[src/rtl/flag_pkg.sv]
// ---------------------------------------------------------------------------
// flag_pkg
// Shared constants and types for the interrupt flag sequencer.
//   - Flag bit positions inside the flag-register output word.
//   - Flag-register opcodes this block emits on its own behalf.
//   - LDFI selector that addresses the interrupt-enable flag.
//   - State encoding for the flag_ctrl sequencer.
// ---------------------------------------------------------------------------
package flag_pkg;

    localparam int FZ = 0;
    localparam int FO = 1;
    localparam int FN = 2;
    localparam int FC = 3;
    localparam int FI = 4;
    localparam int FA = 5;

    localparam logic [4:0] OP_LDFI = 5'h19;
    localparam logic [4:0] OP_MOVF = 5'h1A;
    localparam logic [4:0] OP_NOP  = 5'h1F;

    localparam logic [2:0] SEL_I = 3'h4;

    typedef enum logic [2:0] {
        IDLE,
        SAVE,
        CLRI,
        ACK,
        RESTORE
    } fc_state_t;

endpackage

[src/rtl/flag_stack.sv]
// ---------------------------------------------------------------------------
// flag_stack
// DEPTH-entry, 8-bit wide LIFO holding flag words saved on interrupt entry.
// Ports:
//   clk, reset      rising-edge clock, asynchronous active-high reset
//   push_i, data_i  write data_i at the current top and grow by one
//   pop_i           shrink by one (top_o is valid before the pop)
//   top_o           most recently pushed word
//   full_o, empty_o occupancy status; push when full / pop when empty are ignored
// ---------------------------------------------------------------------------
module flag_stack #(
    parameter int DEPTH = 4
) (
    input  logic       clk,
    input  logic       reset,
    input  logic       push_i,
    input  logic       pop_i,
    input  logic [7:0] data_i,
    output logic [7:0] top_o,
    output logic       full_o,
    output logic       empty_o
);

    // One extra pointer bit lets "full" (sp == DEPTH) be told apart from "empty".
    localparam int SPW = $clog2(DEPTH) + 1;
    localparam logic [SPW-1:0] SP_ONE  = SPW'(1);
    localparam logic [SPW-1:0] SP_FULL = SPW'(DEPTH);
    localparam logic [SPW-2:0] IDX_ONE = (SPW-1)'(1);

    logic [7:0]     mem_q [DEPTH];
    logic [SPW-1:0] sp_q;
    logic [SPW-2:0] topIdx;

    // Only the low bits address storage; at sp == DEPTH they wrap to 0 and
    // the subtraction lands on the last slot, which is the correct top.
    assign topIdx  = sp_q[SPW-2:0] - IDX_ONE;
    assign top_o   = mem_q[topIdx];
    assign full_o  = (sp_q == SP_FULL);
    assign empty_o = (sp_q == '0);

    // Pointer and storage update; the guards keep sp from ever wrapping.
    always_ff @(posedge clk or posedge reset) begin
        if (reset) begin
            sp_q <= '0;
            for (int i = 0; i < DEPTH; i++) begin
                mem_q[i] <= '0;
            end
        end else if (push_i && !full_o) begin
            mem_q[sp_q[SPW-2:0]] <= data_i;
            sp_q                 <= sp_q + SP_ONE;
        end else if (pop_i && !empty_o) begin
            sp_q <= sp_q - SP_ONE;
        end
    end

endmodule

[src/rtl/flag_ctrl.sv]
// ---------------------------------------------------------------------------
// flag_ctrl
// Interrupt entry/return sequencer sitting in front of the flag register.
// In IDLE it forwards the decoder's flag-register controls untouched. On an
// accepted interrupt it saves the flags (SAVE), clears I with LDFI (CLRI) and
// acknowledges (ACK). On RETI it writes the saved word back with MOVF.
// Ports:
//   clk, reset                 clock, asynchronous active-high reset
//   dec_i/dec_s/dec_val/dec_f  decoder controls for the flag register
//   reti, irq                  return-from-interrupt strobe, level request
//   q                          current flag-register contents
//   fr_i/fr_s/fr_val/fr_f      controls actually sent to the flag register
//   stall                      freeze fetch/decode while the sequencer runs
//   irq_ack                    one-cycle pulse when the interrupt is taken
//   err                        one-cycle pulse on blocked irq or empty RETI
// ---------------------------------------------------------------------------
module flag_ctrl
    import flag_pkg::*;
#(
    parameter int DEPTH = 4
) (
    input  logic       clk,
    input  logic       reset,
    input  logic [4:0] dec_i,
    input  logic [2:0] dec_s,
    input  logic       dec_val,
    input  logic [7:0] dec_f,
    input  logic       reti,
    input  logic       irq,
    input  logic [7:0] q,
    output logic [4:0] fr_i,
    output logic [2:0] fr_s,
    output logic       fr_val,
    output logic [7:0] fr_f,
    output logic       stall,
    output logic       irq_ack,
    output logic       err
);

    fc_state_t  state_q, state_d;
    logic       err_q, err_d;
    logic [7:0] stackTop;
    logic       stackFull;
    logic       stackEmpty;

    flag_stack #(.DEPTH(DEPTH)) u_stack (
        .clk     (clk),
        .reset   (reset),
        .push_i  (state_q == SAVE),
        .pop_i   (state_q == RESTORE),
        .data_i  (q),
        .top_o   (stackTop),
        .full_o  (stackFull),
        .empty_o (stackEmpty)
    );

    // State and error-pulse registers; reset drops stall immediately.
    always_ff @(posedge clk or posedge reset) begin
        if (reset) begin
            state_q <= IDLE;
            err_q   <= 1'b0;
        end else begin
            state_q <= state_d;
            err_q   <= err_d;
        end
    end

    // Next state. Only IDLE samples reti/irq, and reti takes priority so a
    // simultaneous irq is simply seen again once the return has completed.
    always_comb begin
        state_d = state_q;
        err_d   = 1'b0;
        case (state_q)
            IDLE: begin
                if (reti) begin
                    if (!stackEmpty) state_d = RESTORE;
                    else             err_d   = 1'b1;
                end else if (irq && q[FI]) begin
                    if (!stackFull) state_d = SAVE;
                    else            err_d   = 1'b1;
                end
            end
            SAVE:    state_d = CLRI;
            CLRI:    state_d = ACK;
            ACK:     state_d = IDLE;
            RESTORE: state_d = IDLE;
            default: state_d = IDLE;
        endcase
    end

    // Output mux. Outside IDLE the decoder is ignored and NOP keeps the flags
    // steady, except in CLRI (clear I) and RESTORE (reload saved word).
    always_comb begin
        fr_i    = OP_NOP;
        fr_s    = 3'h0;
        fr_val  = 1'b0;
        fr_f    = 8'h00;
        stall   = 1'b1;
        irq_ack = 1'b0;
        case (state_q)
            IDLE: begin
                fr_i   = dec_i;
                fr_s   = dec_s;
                fr_val = dec_val;
                fr_f   = dec_f;
                stall  = 1'b0;
            end
            CLRI: begin
                fr_i = OP_LDFI;
                fr_s = SEL_I;
            end
            ACK: begin
                irq_ack = 1'b1;
            end
            RESTORE: begin
                fr_i = OP_MOVF;
                fr_f = stackTop;
            end
            default: begin
            end
        endcase
    end

    assign err = err_q;

endmodule

[config.mk]
export PLATFORM = sky130hd
export DESIGN_NAME = flag_ctrl
export DESIGN_NICKNAME = d
export VERILOG_FILES = /design/src/rtl/flag_pkg.sv /design/src/rtl/flag_stack.sv /design/src/rtl/flag_ctrl.sv
export SDC_FILE = /design/constraint.sdc
export NUM_CORES = 1
export LEC_CHECK = 0
export CAP_MARGIN = 15
export CORE_UTILIZATION = 45
export CTS_BUF_LIST = sky130_fd_sc_hd__clkbuf_8
export CTS_CLUSTER_SIZE = 40
export DETAILED_ROUTE_END_ITERATION = 8
export GPL_ROUTABILITY_DRIVEN = 0
export HOLD_SLACK_MARGIN = 0.05
export PLACE_DENSITY_LB_ADDON = 0.3
export SLEW_MARGIN = 0
export SYNTH_ARGS = -nofsm -noshare
export SYNTH_HDL_FRONTEND = slang
export SYNTH_SLANG_ARGS = --single-unit
[constraint.sdc]
create_clock -name clk -period 3.7 [get_ports clk]
set_clock_uncertainty 0.05 [all_clocks]
set_input_delay 0.74 -clock clk [delete_from_list [all_inputs] [get_ports clk]]
set_output_delay 0.74 -clock clk [all_outputs]
set_load 0.05 [all_outputs]
==> impl_metrics.prom, run 1 <==
# TYPE chip_impl_metric gauge
chip_impl_metric{name="post_cts_resized",unit=""} 0
chip_impl_metric{name="vias_in_the_first_global_route",unit=""} 1532
chip_impl_metric{name="route.detailed.drc",unit=""} 6
chip_impl_info{name="r2r-end",value="u_stack.sp_q[2]"} 1
chip_impl_metric{name="post_cts_hold_buffer_count",unit=""} 0
chip_impl_metric{name="grt_max_degree",unit=""} 40
chip_impl_metric{name="wl",unit="µm"} 4660
chip_impl_metric{name="synthToLayoutAreaGrowth",unit="%"} 29.5
chip_impl_metric{name="nets",unit=""} 237
chip_impl_metric{name="die-width",unit="µm"} 71.1
chip_impl_metric{name="initial_drc_count",unit=""} 86
chip_impl_metric{name="synthesis.area_per_instance",unit="µm²"} 14.1
chip_impl_metric{name="row_count",unit=""} 24
chip_impl_metric{name="critical_path_arrival",unit="ns"} 2.72
chip_impl_metric{name="globalRouteOverflowTotal",unit=""} 0
chip_impl_metric{name="synthDominantCellAreaShare",unit="%"} 45.4
chip_impl_metric{name="grt_pass1_wl",unit="µm"} 7660
chip_impl_metric{name="place.port_buffers",unit=""} 48
chip_impl_metric{name="number_of_storage_elements_in_the_synthesis_netlist",unit=""} 39
chip_impl_metric{name="worst-path-max-fanout",unit=""} 8
chip_impl_info{name="failed_checks",value="design-rule violations"} 1
chip_impl_metric{name="max_slew.worst_pin.slew",unit="ns"} 0.641
chip_impl_metric{name="clock_sink_count",unit=""} 39
chip_impl_info{name="maxUsedRoutingLayer",value="met4"} 1
chip_impl_info{name="synth.top_cells.by_area",value="sky130_fd_sc_hd__dfrtp_1 (45%), sky130_fd_sc_hd__mux2_4 (17%), sky130_fd_sc_hd__mux4_2 (8.4%)"} 1
chip_impl_info{name="timing.hold.worst.class",value="reg2reg"} 1
chip_impl_metric{name="wl_met1",unit="µm"} 2040
chip_impl_metric{name="synth.yosys.warnings",unit=""} 0
chip_impl_metric{name="vdd_drop_max",unit="V"} 0.000446
chip_impl_metric{name="finalSetupViolations",unit=""} 0
chip_impl_metric{name="syn-cell-area",unit="µm²"} 2150
chip_impl_metric{name="grt_antenna_before_repair",unit=""} 0
chip_impl_metric{name="max_slew_margin",unit="%"} 57.3
chip_impl_metric{name="layout_min_cycle_time",unit="ns"} 3.51
chip_impl_metric{name="cts_made_buffers",unit=""} 5
chip_impl_metric{name="worst_skew_pair.late_latency",unit="ns"} 0.30
chip_impl_info{name="run_status",value="finished, violations left"} 1
chip_impl_metric{name="hold_viol",unit=""} 0
chip_impl_metric{name="dr_total_vias",unit=""} 1413
chip_impl_metric{name="synth-seq-area-share",unit="%"} 45.4
chip_impl_metric{name="number_of_iterations_in_the_first_detailed_routing_pass",unit=""} 6
chip_impl_metric{name="tns",unit="ns"} 0
chip_impl_metric{name="core-area",unit="µm²"} 4470
chip_impl_info{name="critPathLaunchType",value="flip-flop"} 1
chip_impl_info{name="cts_root_buf",value="sky130_fd_sc_hd__clkbuf_8"} 1
chip_impl_metric{name="power.density",unit="nW/µm²"} 1020
chip_impl_metric{name="pin_count",unit=""} 49
chip_impl_info{name="rsz0062_at_grt",value="false"} 1
chip_impl_info{name="worstHoldStart",value="u_stack.mem_q[28]"} 1
chip_impl_metric{name="clock_transition_at_path_regs",unit="ns"} 0.08
chip_impl_metric{name="synth.lib_cells_used.distinct",unit=""} 29
chip_impl_info{name="synth_top_cell_by_area",value="sky130_fd_sc_hd__dfrtp_1"} 1
chip_impl_metric{name="worst_hold_path.num_cells",unit=""} 1
chip_impl_metric{name="wl_met2",unit="µm"} 2270
chip_impl_metric{name="max_cap_viol_count",unit=""} 0
chip_impl_metric{name="h-tree-depth",unit=""} 2
chip_impl_metric{name="maxSlewViolCount",unit=""} 0
chip_impl_metric{name="detail_route.wl_per_cell",unit="µm"} 18.2
chip_impl_metric{name="die-area",unit="µm²"} 5060
chip_impl_info{name="tritoncts",value="built"} 1
chip_impl_metric{name="finalCritPeriodShare",unit="%"} 94.9
chip_impl_metric{name="wl_met3",unit="µm"} 231
chip_impl_metric{name="drive_gt1_share",unit="%"} 29.4
chip_impl_metric{name="grt_use_total",unit="%"} 20.4
chip_impl_metric{name="placed_cells",unit=""} 248
chip_impl_metric{name="rrSetupSlack",unit="ns"} 1.19
chip_impl_metric{name="finished_layout_cells",unit=""} 256
chip_impl_metric{name="ant_nets",unit=""} 0
chip_impl_metric{name="synthesis.nets",unit=""} 186
chip_impl_metric{name="cp_data_required_time",unit="ns"} 2.91
chip_impl_metric{name="post_cts_buffers",unit=""} 0
chip_impl_metric{name="leakagePower",unit="nW"} 1.24
chip_impl_metric{name="starting_utilization_of_the_core_area",unit="%"} 48.0
chip_impl_metric{name="achievable-frequency",unit="GHz"} 0.285
chip_impl_info{name="min_delay_worst_endpoint",value="u_stack.mem_q[28]"} 1
chip_impl_metric{name="cts_max_path_buffers",unit=""} 2
chip_impl_metric{name="vias_per_cell",unit=""} 5.52
chip_impl_info{name="worst-setup-path-type",value="reg2out"} 1
chip_impl_metric{name="timing.reg2reg.worst_path_depth",unit=""} 9
chip_impl_metric{name="antennaDiodeCount",unit=""} 0
chip_impl_metric{name="syn-instance-count",unit=""} 152
chip_impl_metric{name="estimated_wirelength_of_the_detail_placed_design",unit="µm"} 3160
chip_impl_info{name="cp_endpoint_kind",value="primary output"} 1
chip_impl_info{name="startpoint_of_the_worst_register_to_register_path",value="u_stack.sp_q[1]"} 1
chip_impl_metric{name="final_hold_slack",unit="ns"} 0.458
chip_impl_metric{name="dieHeight",unit="µm"} 71.1
## sequential cells by signal, indices dropped and copies added (netlist names)
name	count
u_stack.mem_q	32
err	1
state_q	3
u_stack.sp_q	3
## layer usage
metal  global-route usage (%)  vias up
met1                     25.9      703
met2                     33.1       49
met4                     8.44        0
met5                        0        -
li1                         -      651
met3                     5.84       10
## worst max-delay path, stage by stage (launching register included)
cell and delay (ns):
sky130_fd_sc_hd__dfrtp_1 0.46, sky130_fd_sc_hd__inv_1 0.10, sky130_fd_sc_hd__ha_1 0.58, sky130_fd_sc_hd__mux4_2 0.38
sky130_fd_sc_hd__a22o_1 0.21, sky130_fd_sc_hd__clkdlybuf4s50_1 0.70
## placed cells by master (no fill, tap or decap), types with 2 or more instances in the layout
cell type and n:
sky130_fd_sc_hd__buf_4 5, sky130_fd_sc_hd__mux2_2 9, sky130_fd_sc_hd__clkbuf_8 5, sky130_fd_sc_hd__nand3b_1 3, sky130_fd_sc_hd__mux2_4 24, sky130_fd_sc_hd__nand2_8 3
sky130_fd_sc_hd__a22o_1 8, sky130_fd_sc_hd__a21oi_1 4, sky130_fd_sc_hd__clkdlybuf4s50_1 47, sky130_fd_sc_hd__nand2b_1 3, sky130_fd_sc_hd__nor2_1 6, sky130_fd_sc_hd__inv_1 6
sky130_fd_sc_hd__nand2_1 4, sky130_fd_sc_hd__o21ai_0 2, sky130_fd_sc_hd__xnor2_1 3, sky130_fd_sc_hd__and2_1 5, sky130_fd_sc_hd__dfrtp_1 39, sky130_fd_sc_hd__mux4_2 8
sky130_fd_sc_hd__nor3_1 3, sky130_fd_sc_hd__ha_1 5
## metrics by stage
stage          worst slack (ns)  total power (W)  util, %  cell area, µm²
2_1_floorplan             0.686          0.00206        -            2150
3_3_place_gp              0.574          0.00242     59.7            2670
3_5_place_dp              0.506          0.00247     59.7            2670
4_1_cts                   0.175          0.00284     62.2            2780
5_1_grt                  0.0798          0.00298     62.2            2780
6_report                  0.189          0.00283     62.2            2780
## worst max path at each step
stage / startpoint / to / cells past startpoint
after CTS: u_stack.sp_q[1] / fr_f[4] / 5
after floorplan: u_stack.sp_q[0] / fr_f[7] / 6
after global placement: u_stack.sp_q[1] / fr_f[4] / 5
final: u_stack.sp_q[1] / fr_f[1] / 5
after detailed placement: u_stack.sp_q[1] / fr_f[4] / 5
after global routing: u_stack.sp_q[1] / fr_f[6] / 5
## logic make-up after synthesis
logic type / count (synthesis) / synth area share, %
and+or+nand+nor: 31 / 10.7
AOI/OAI and AO/OA: 17 / 5.88
adders and majority gates: 5 / 2.91
xor gates and xnor gates: 3 / 1.22
muxes: 42 / 30.3
buffers and inverters: 15 / 3.61
DFF: 39 / 45.4
## cells in the mapped netlist, drive strengths merged
cell type and instances:
mux4 8, nor3b 1, and3b 1, a221oi 1, a21oi 4, nand3b 3
and3 1, a22o 8, a32o 1, mux2 33, o21a 1, xnor2 3
nor3 4, nand2b 3, and2 5, o21ai 2, nand2 7, ha 5
inv 7, clkbuf 1, dfrtp 39, buf 7, mux2i 1, nor2 6
## final cells by class
class | count | area [µm²]
fillers | 335 | 1690
inverters | 7 | 26.3
repair buffers | 52 | 508
flip-flops and latches | 39 | 976
clock inverters | 3 | 43.8
well taps | 52 | 65.1
clock buffers | 5 | 68.8
multi-input cells | 98 | 1100
## where the power goes
group          leakage (nW)  total, W  internal [W]  switching, W
Clock                0.0581  0.000357      0.000201      0.000156
Sequential            0.460  0.000815      0.000642      0.000173
Combinational         0.720   0.00166      0.000809      0.000848
Total                  1.24   0.00283       0.00165       0.00118
No activity file was read; power rests on OpenSTA's default activity.
==> run 2, diff against run 1 <==
--- a/config.mk
+++ b/config.mk
@@ -6,13 +6,13 @@
 export NUM_CORES = 1
 export LEC_CHECK = 0
 export CAP_MARGIN = 15
-export CORE_UTILIZATION = 45
+export CORE_UTILIZATION = 56
 export CTS_BUF_LIST = sky130_fd_sc_hd__clkbuf_8
 export CTS_CLUSTER_SIZE = 40
 export DETAILED_ROUTE_END_ITERATION = 8
 export GPL_ROUTABILITY_DRIVEN = 0
 export HOLD_SLACK_MARGIN = 0.05
-export PLACE_DENSITY_LB_ADDON = 0.3
+export PLACE_DENSITY = 0.95
 export SLEW_MARGIN = 0
 export SYNTH_ARGS = -nofsm -noshare
 export SYNTH_HDL_FRONTEND = slang
==> constraint.sdc (replaced) <==
create_clock -name clk -period 4.5 [get_ports clk]
set_clock_uncertainty 0.05 [all_clocks]
set_input_delay 0.9 -clock clk [delete_from_list [all_inputs] [get_ports clk]]
set_output_delay 0.9 -clock clk [all_outputs]
set_load 0.05 [all_outputs]
==> run 2 against run 1 <==
The flow now finishes without violations; global-route usage grew 5.9 points; clock power is 27% lower; power is 19% lower; combinational power shrank 18%; sequential cell count did not move; final cell count decreased by 2.0%; critical endpoint is now fr_f[7]; largest power group unchanged; final area is 0.81% lower.
==> impl_metrics.prom, run 2 (synthesis gave the netlist of run 1 again) <==
# TYPE chip_impl_metric gauge
chip_impl_info{name="timing.critical_path.cells",value="buf_4 -> inv_1 -> ha_1 -> mux4_2 -> a22o_1 -> clkdlybuf4s50_1"} 1
chip_impl_metric{name="vias_in_the_first_global_route",unit=""} 1515
chip_impl_metric{name="clock_sink_count",unit=""} 39
chip_impl_metric{name="critical_path_arrival",unit="ns"} 3.04
chip_impl_metric{name="grt_pass1_wl",unit="µm"} 7780
chip_impl_info{name="cts_root_buf",value="sky130_fd_sc_hd__clkbuf_8"} 1
chip_impl_info{name="worst-setup-path-type",value="reg2out"} 1
chip_impl_metric{name="layout_min_cycle_time",unit="ns"} 3.99
chip_impl_info{name="reg_top3",value="u_stack.mem_q (32), state_q (3), u_stack.sp_q (3)"} 1
chip_impl_metric{name="wl",unit="µm"} 4710
chip_impl_metric{name="post_cts_resized",unit=""} 0
chip_impl_metric{name="row_count",unit=""} 22
chip_impl_metric{name="starting_utilization_of_the_core_area",unit="%"} 58.7
chip_impl_metric{name="synthToLayoutAreaGrowth",unit="%"} 28.5
chip_impl_metric{name="worst_hold_path.num_cells",unit=""} 1
chip_impl_metric{name="cp_data_required_time",unit="ns"} 3.55
chip_impl_metric{name="achievable-frequency",unit="GHz"} 0.251
chip_impl_metric{name="sw_frac_of_total",unit="%"} 42.2
chip_impl_metric{name="pwr-share-comb",unit="%"} 59.4
chip_impl_metric{name="worst_path_largest_cell_delay",unit="ns"} 0.69
chip_impl_info{name="tritoncts",value="built"} 1
chip_impl_metric{name="dr_total_vias",unit=""} 1410
chip_impl_metric{name="maxSlewViolCount",unit=""} 0
chip_impl_info{name="run_status",value="complete, no violations"} 1
chip_impl_metric{name="detail_route.wl_per_cell",unit="µm"} 18.8
chip_impl_metric{name="antennaDiodeCount",unit=""} 0
chip_impl_metric{name="die-width",unit="µm"} 64.0
chip_impl_metric{name="power.share.clock",unit="%"} 11.3
chip_impl_metric{name="hold_viol",unit=""} 0
chip_impl_metric{name="timing.reg2reg.worst_path_depth",unit=""} 10
chip_impl_metric{name="cts_max_path_buffers",unit=""} 2
chip_impl_metric{name="globalRouteOverflowTotal",unit=""} 0
chip_impl_metric{name="tns",unit="ns"} 0
chip_impl_metric{name="core-area",unit="µm²"} 3660
chip_impl_info{name="cpMaxStageDelayCell",value="sky130_fd_sc_hd__clkdlybuf4s50_1"} 1
chip_impl_metric{name="vias_per_cell",unit=""} 5.62
chip_impl_metric{name="max_slew.worst_pin.slew",unit="ns"} 0.598
chip_impl_metric{name="worst-path-max-fanout",unit=""} 12
chip_impl_metric{name="cts_made_buffers",unit=""} 5
chip_impl_metric{name="leakagePower",unit="nW"} 1.23
chip_impl_metric{name="finalSetupViolations",unit=""} 0
chip_impl_metric{name="pin_count",unit=""} 49
chip_impl_info{name="cp_endpoint_kind",value="primary output"} 1
chip_impl_info{name="timing.hold.worst.class",value="reg2reg"} 1
chip_impl_metric{name="max_slew_margin",unit="%"} 60.1
chip_impl_metric{name="sequential_cell_area",unit="µm²"} 976
chip_impl_metric{name="drive_gt1_share",unit="%"} 28.1
chip_impl_metric{name="dieHeight",unit="µm"} 64.0
chip_impl_metric{name="power.density",unit="nW/µm²"} 831
chip_impl_metric{name="worst_skew_pair.late_latency",unit="ns"} 0.30
chip_impl_metric{name="vdd_drop_max",unit="V"} 0.000530
chip_impl_metric{name="grt_antenna_before_repair",unit=""} 0
chip_impl_metric{name="h-tree-depth",unit=""} 2
chip_impl_metric{name="fraction_of_power_consumed_by_sequential_logic",unit="%"} 29.3
chip_impl_metric{name="ant_nets",unit=""} 0
chip_impl_metric{name="number_of_iterations_in_the_first_detailed_routing_pass",unit=""} 4
chip_impl_metric{name="largest_register_ffs",unit=""} 32
chip_impl_metric{name="grt_max_degree",unit=""} 40
chip_impl_metric{name="max_cap_viol_count",unit=""} 0
chip_impl_metric{name="die-area",unit="µm²"} 4090
chip_impl_metric{name="stdcell_area",unit="µm²"} 2760
chip_impl_metric{name="initial_drc_count",unit=""} 71
chip_impl_info{name="largest-register",value="u_stack.mem_q"} 1
chip_impl_info{name="final_cell_mix",value="sky130_fd_sc_hd__clkdlybuf4s50_1 (48), sky130_fd_sc_hd__dfrtp_1 (39), sky130_fd_sc_hd__mux2_4 (24), sky130_fd_sc_hd__mux2_2 (9)"} 1
chip_impl_metric{name="multi_input_logic_area",unit="µm²"} 1100
chip_impl_metric{name="post_cts_hold_buffer_count",unit=""} 0
chip_impl_metric{name="nFillCells",unit=""} 228
chip_impl_metric{name="clock_transition_at_path_regs",unit="ns"} 0.07
chip_impl_metric{name="p_sw",unit="W"} 0.000968
chip_impl_metric{name="place.port_buffers",unit=""} 48
chip_impl_info{name="critPathLaunchType",value="flip-flop"} 1
chip_impl_metric{name="post_dp_cell_area",unit="µm²"} 2660
chip_impl_metric{name="post_cts_buffers",unit=""} 0
chip_impl_info{name="rsz0062_at_grt",value="false"} 1
chip_impl_metric{name="nets",unit=""} 236
chip_impl_metric{name="finalCritPeriodShare",unit="%"} 88.6
chip_impl_metric{name="route.detailed.drc",unit=""} 0
chip_impl_metric{name="estimated_wirelength_of_the_detail_placed_design",unit="µm"} 3270
chip_impl_metric{name="grt_use_total",unit="%"} 26.4
chip_impl_metric{name="cellInternalPower",unit="W"} 0.00133
chip_impl_info{name="final_common_cell",value="sky130_fd_sc_hd__clkdlybuf4s50_1"} 1
-- run 2: cell types whose count changed in the layout (fill, tap and decap cells not counted) --
cell,previous run,this run
sky130_fd_sc_hd__buf_4,5,3
sky130_fd_sc_hd__bufinv_16,1,0
sky130_fd_sc_hd__clkbuf_8,5,7
sky130_fd_sc_hd__clkdlybuf4s50_1,47,48
sky130_fd_sc_hd__clkinv_2,1,0
sky130_fd_sc_hd__clkinv_4,1,0
sky130_fd_sc_hd__inv_1,6,7
-- run 2: per-layer routing --
layer  wire length [µm]  up-vias  global-route usage [%]
met5                  0        -                       0
met4                 31        0                    6.82
met3                261        5                    7.32
met2               2440       52                    45.6
met1               1980      707                    32.4
li1                   -      646                       -
-- run 2: final timing paths --
kind / slack [ns] / from / endpoint
worst min-delay path: 0.46 / u_stack.mem_q[5] / u_stack.mem_q[5]
worst max register to register: 1.83 / u_stack.sp_q[0] / u_stack.sp_q[2]
worst min register to register: 0.46 / u_stack.mem_q[5] / u_stack.mem_q[5]
max in group asynchronous: 3.07 / reset / u_stack.sp_q[0]
min in group asynchronous: 0.99 / reset / u_stack.mem_q[23]
worst max-delay path: 0.51 / u_stack.sp_q[0] / fr_f[7]
-- run 2: critical path: cells and delay by family, from the launching register on --
family	cells	cell delay, ns
flops	1	0.34
fa+ha+maj	1	0.57
buf+inv	3	1.06
mux	1	0.56
compound gates	1	0.20
-- run 2: power by group through the flow --
stage	clock [W]	combinational (W)	sequential, W
after floorplan	0	0.00108	0.000612
after global placement	0	0.00132	0.000653
after detailed placement	0	0.00136	0.000675
after CTS	0.000263	0.00137	0.000670
after global routing	0.000279	0.00145	0.000694
final	0.000259	0.00136	0.000673
-- run 2: cell type report --
class / count / share of cell area (%)
Multi-Input combinational cell: 98 / 39.7
Clock buffer: 7 / 3.49
Timing Repair Buffer: 51 / 18.2
Sequential cell: 39 / 35.3
Tap cell: 48 / 2.17
Inverter: 7 / 0.952
Clock inverter: 1 / 0.136
-- run 2: stage by stage --
step                utilization, %  hold slack (ns)  total power (W)  setup slack (ns)  instances
floorplan                        -            0.424          0.00169              1.33        152
global placement              72.7            0.434          0.00197             0.939        243
detailed placement            72.7            0.443          0.00203             0.832        243
CTS                           75.4            0.463          0.00230             0.482        251
global route                  75.4            0.477          0.00242             0.374        251
finish                        75.4            0.460          0.00229             0.515        251
==> RTL edit: new RTL, flow settings as in run 1 <==
`DEPTH` is set to 4 in 2 places; all go to 8.
--- a/src/rtl/flag_stack.sv
+++ b/src/rtl/flag_stack.sv
@@ -11,3 +11,3 @@
 module flag_stack #(
-    parameter int DEPTH = 4
+    parameter int DEPTH = 8
 ) (
--- a/src/rtl/flag_ctrl.sv
+++ b/src/rtl/flag_ctrl.sv
@@ -19,3 +19,3 @@
 #(
-    parameter int DEPTH = 4
+    parameter int DEPTH = 8
 ) (
Formal check against the unedited RTL: no difference found for any inputs over 10 cycles, from zero or initial values and one cycle with reset high; that may be too few to reach the edited logic, so the function may still have changed.
==> RTL edit against run 1 <==
  * Sequential cell count up 33
  * Power rose by 54%
  * Area after synthesis is 67% higher
  * Design area is 60% higher
  * Sequential share of layout area rose by 5.4 points
  * Setup slack gained 150 ps
  * Routed wire length increased by 58%
  * Critical path type unchanged
  * Critical endpoint is now fr_f[7]
  * Largest power group unchanged
==> RTL edit: results (changes against run 1) <==
Place
  – DPL Wire Length: 4830 um (+53%)
  – Post-placement cell count: 406 (+64%)
  – Placed Area: 4240 um^2 (+59%)

GRT
  – First-pass GRT wire length: 12300 um (+61%)
  – Largest net degree at the start of global routing: 47 (+18%)
  – Met1 Usage GRT: 25.4% (-0.52 points)
  – Met2 Use GR: 32.9% (-0.23 points)
  – Met3 Usage GRT: 5.70% (-0.15 points)
  – GRT Overall Usage: 20.0% (-0.42 points)

Logic synthesis
  – Seq/Total Area, Yosys: 50.3% (+4.9 points)
  – Synth Net Count: 296 (+59%)
  – Top cells by area, synth: dfrtp_1 50%, mux2_2 21%, mux4_2 10%, nand2_1 2.1%, a22oi_1 1.7%
  – Post-Synthesis Cells: 262 (+72%)
  – Compound-Gate Fraction of Synth Area: 3.74% (-2.1 points)
  – Synth Area in XOR/XNOR: 1.47% (+0.25 points)
  – Most frequent cells after synthesis: 72 x dfrtp_1, 66 x mux2_2, 20 x nand2_1
  – Fraction of synthesized area in multiplexers: 31.7% (+1.3 points)

Outcome
  – Status: completed

Worst setup path
  – RR Endpoint: u_stack.sp_q[3]$_DFFE_PP0P_
  – Worst setup path end: fr_f[7]
  – Worst reg2reg setup slack: 1250 ps (+60 ps)
  – R2R cell count: 7 (-2)
  – Worst R2R Start: state_q[0]$_DFFE_PP0P_
  – CP max FO: 11 (+3)

Finish
  – Top flop regs: u_stack.mem_q: 64 flops, u_stack.sp_q: 4 flops, state_q: 3 flops
  – Final nets: 349 (+47%)
  – Layout cell share with drive strength beyond 1: 38.8% (+9.3 points)

CTS
  – Clock Latency Late Sink: 350 ps (+50 ps)
  – H-tree levels: 3 (+1)
  – Clock Path Buffers: 2 (unchanged)
  – Num CTS Buffers: 9 (+4)

Routing
  – Routed WL per cell: 17.4 um (-4.4%)
  – Routed wl met2: 3730 um (+65%)
  – WL final: 7350 um (+58%)
  – Metal3 WL: 339 um (+47%)
  – 1st-pass router iterations: 4 (-2)
  – Detailed-route via count: 2277 (+61%)
  – Drt initial violations: 144 (+67%)

Timing
  – Relative slew slack: 37.2% (-20 points)

Power
  – Lkg Pwr: 0.00186 uW (+51%)
  – Switch Pwr: 1660 uW (+41%)
  – VDD IR max: 0.434 mV (-2.5%)
  – Comb group: 2240 uW (+35%)
  – Clk pwr: 639 uW (+79%)
[RTL edit: cell types whose count changed after synthesis, sizes merged, moves of 3 or more]
cell    change
a22o        -8
nand3       +5
clkbuf      +5
nand2      +16
xor2        +3
dfrtp      +33
mux4        +8
mux2       +33
a22oi       +8
nor2        +3
[RTL edit: worst min path at each step]
stage                                   from                            end  cells past startpoint
6_report       u_stack.mem_q[51]$_DFFE_PP0P_  u_stack.mem_q[51]$_DFFE_PP0P_                      1
3_5_place_dp   u_stack.mem_q[20]$_DFFE_PP0P_  u_stack.mem_q[20]$_DFFE_PP0P_                      1
5_1_grt        u_stack.mem_q[26]$_DFFE_PP0P_  u_stack.mem_q[26]$_DFFE_PP0P_                      1
2_1_floorplan  u_stack.mem_q[48]$_DFFE_PP0P_  u_stack.mem_q[48]$_DFFE_PP0P_                      1
4_1_cts        u_stack.mem_q[20]$_DFFE_PP0P_  u_stack.mem_q[20]$_DFFE_PP0P_                      1
3_3_place_gp   u_stack.mem_q[20]$_DFFE_PP0P_  u_stack.mem_q[20]$_DFFE_PP0P_                      1
[RTL edit: area by class of cell]
class / count / area (um^2)
clock buffer: 10 / 138
clock inverter: 6 / 67.6
fill: 648 / 3280
inverter: 6 / 22.5
multi-input combinational: 172 / 1710
sequential: 72 / 1800
tap: 102 / 128
timing repair buffer: 54 / 581
[RTL edit: metrics by stage]
step                      hold slack [ps]  power, uW  setup slack [ps]
after global placement                431       3680               608
after global routing                  470       4630               167
after floorplan                       424       3070               577
final                                 455       4350               343
after detailed placement              438       3740               577
after CTS                             457       4380               173
[RTL edit: worst max-delay path, cell delays in order, from the launching register on]
cell	delay, ps
dfrtp_1	490
inv_1	140
ha_2	550
buf_4	230
mux4_2	290
a22oi_1	200
nand2_1	130
buf_12	160
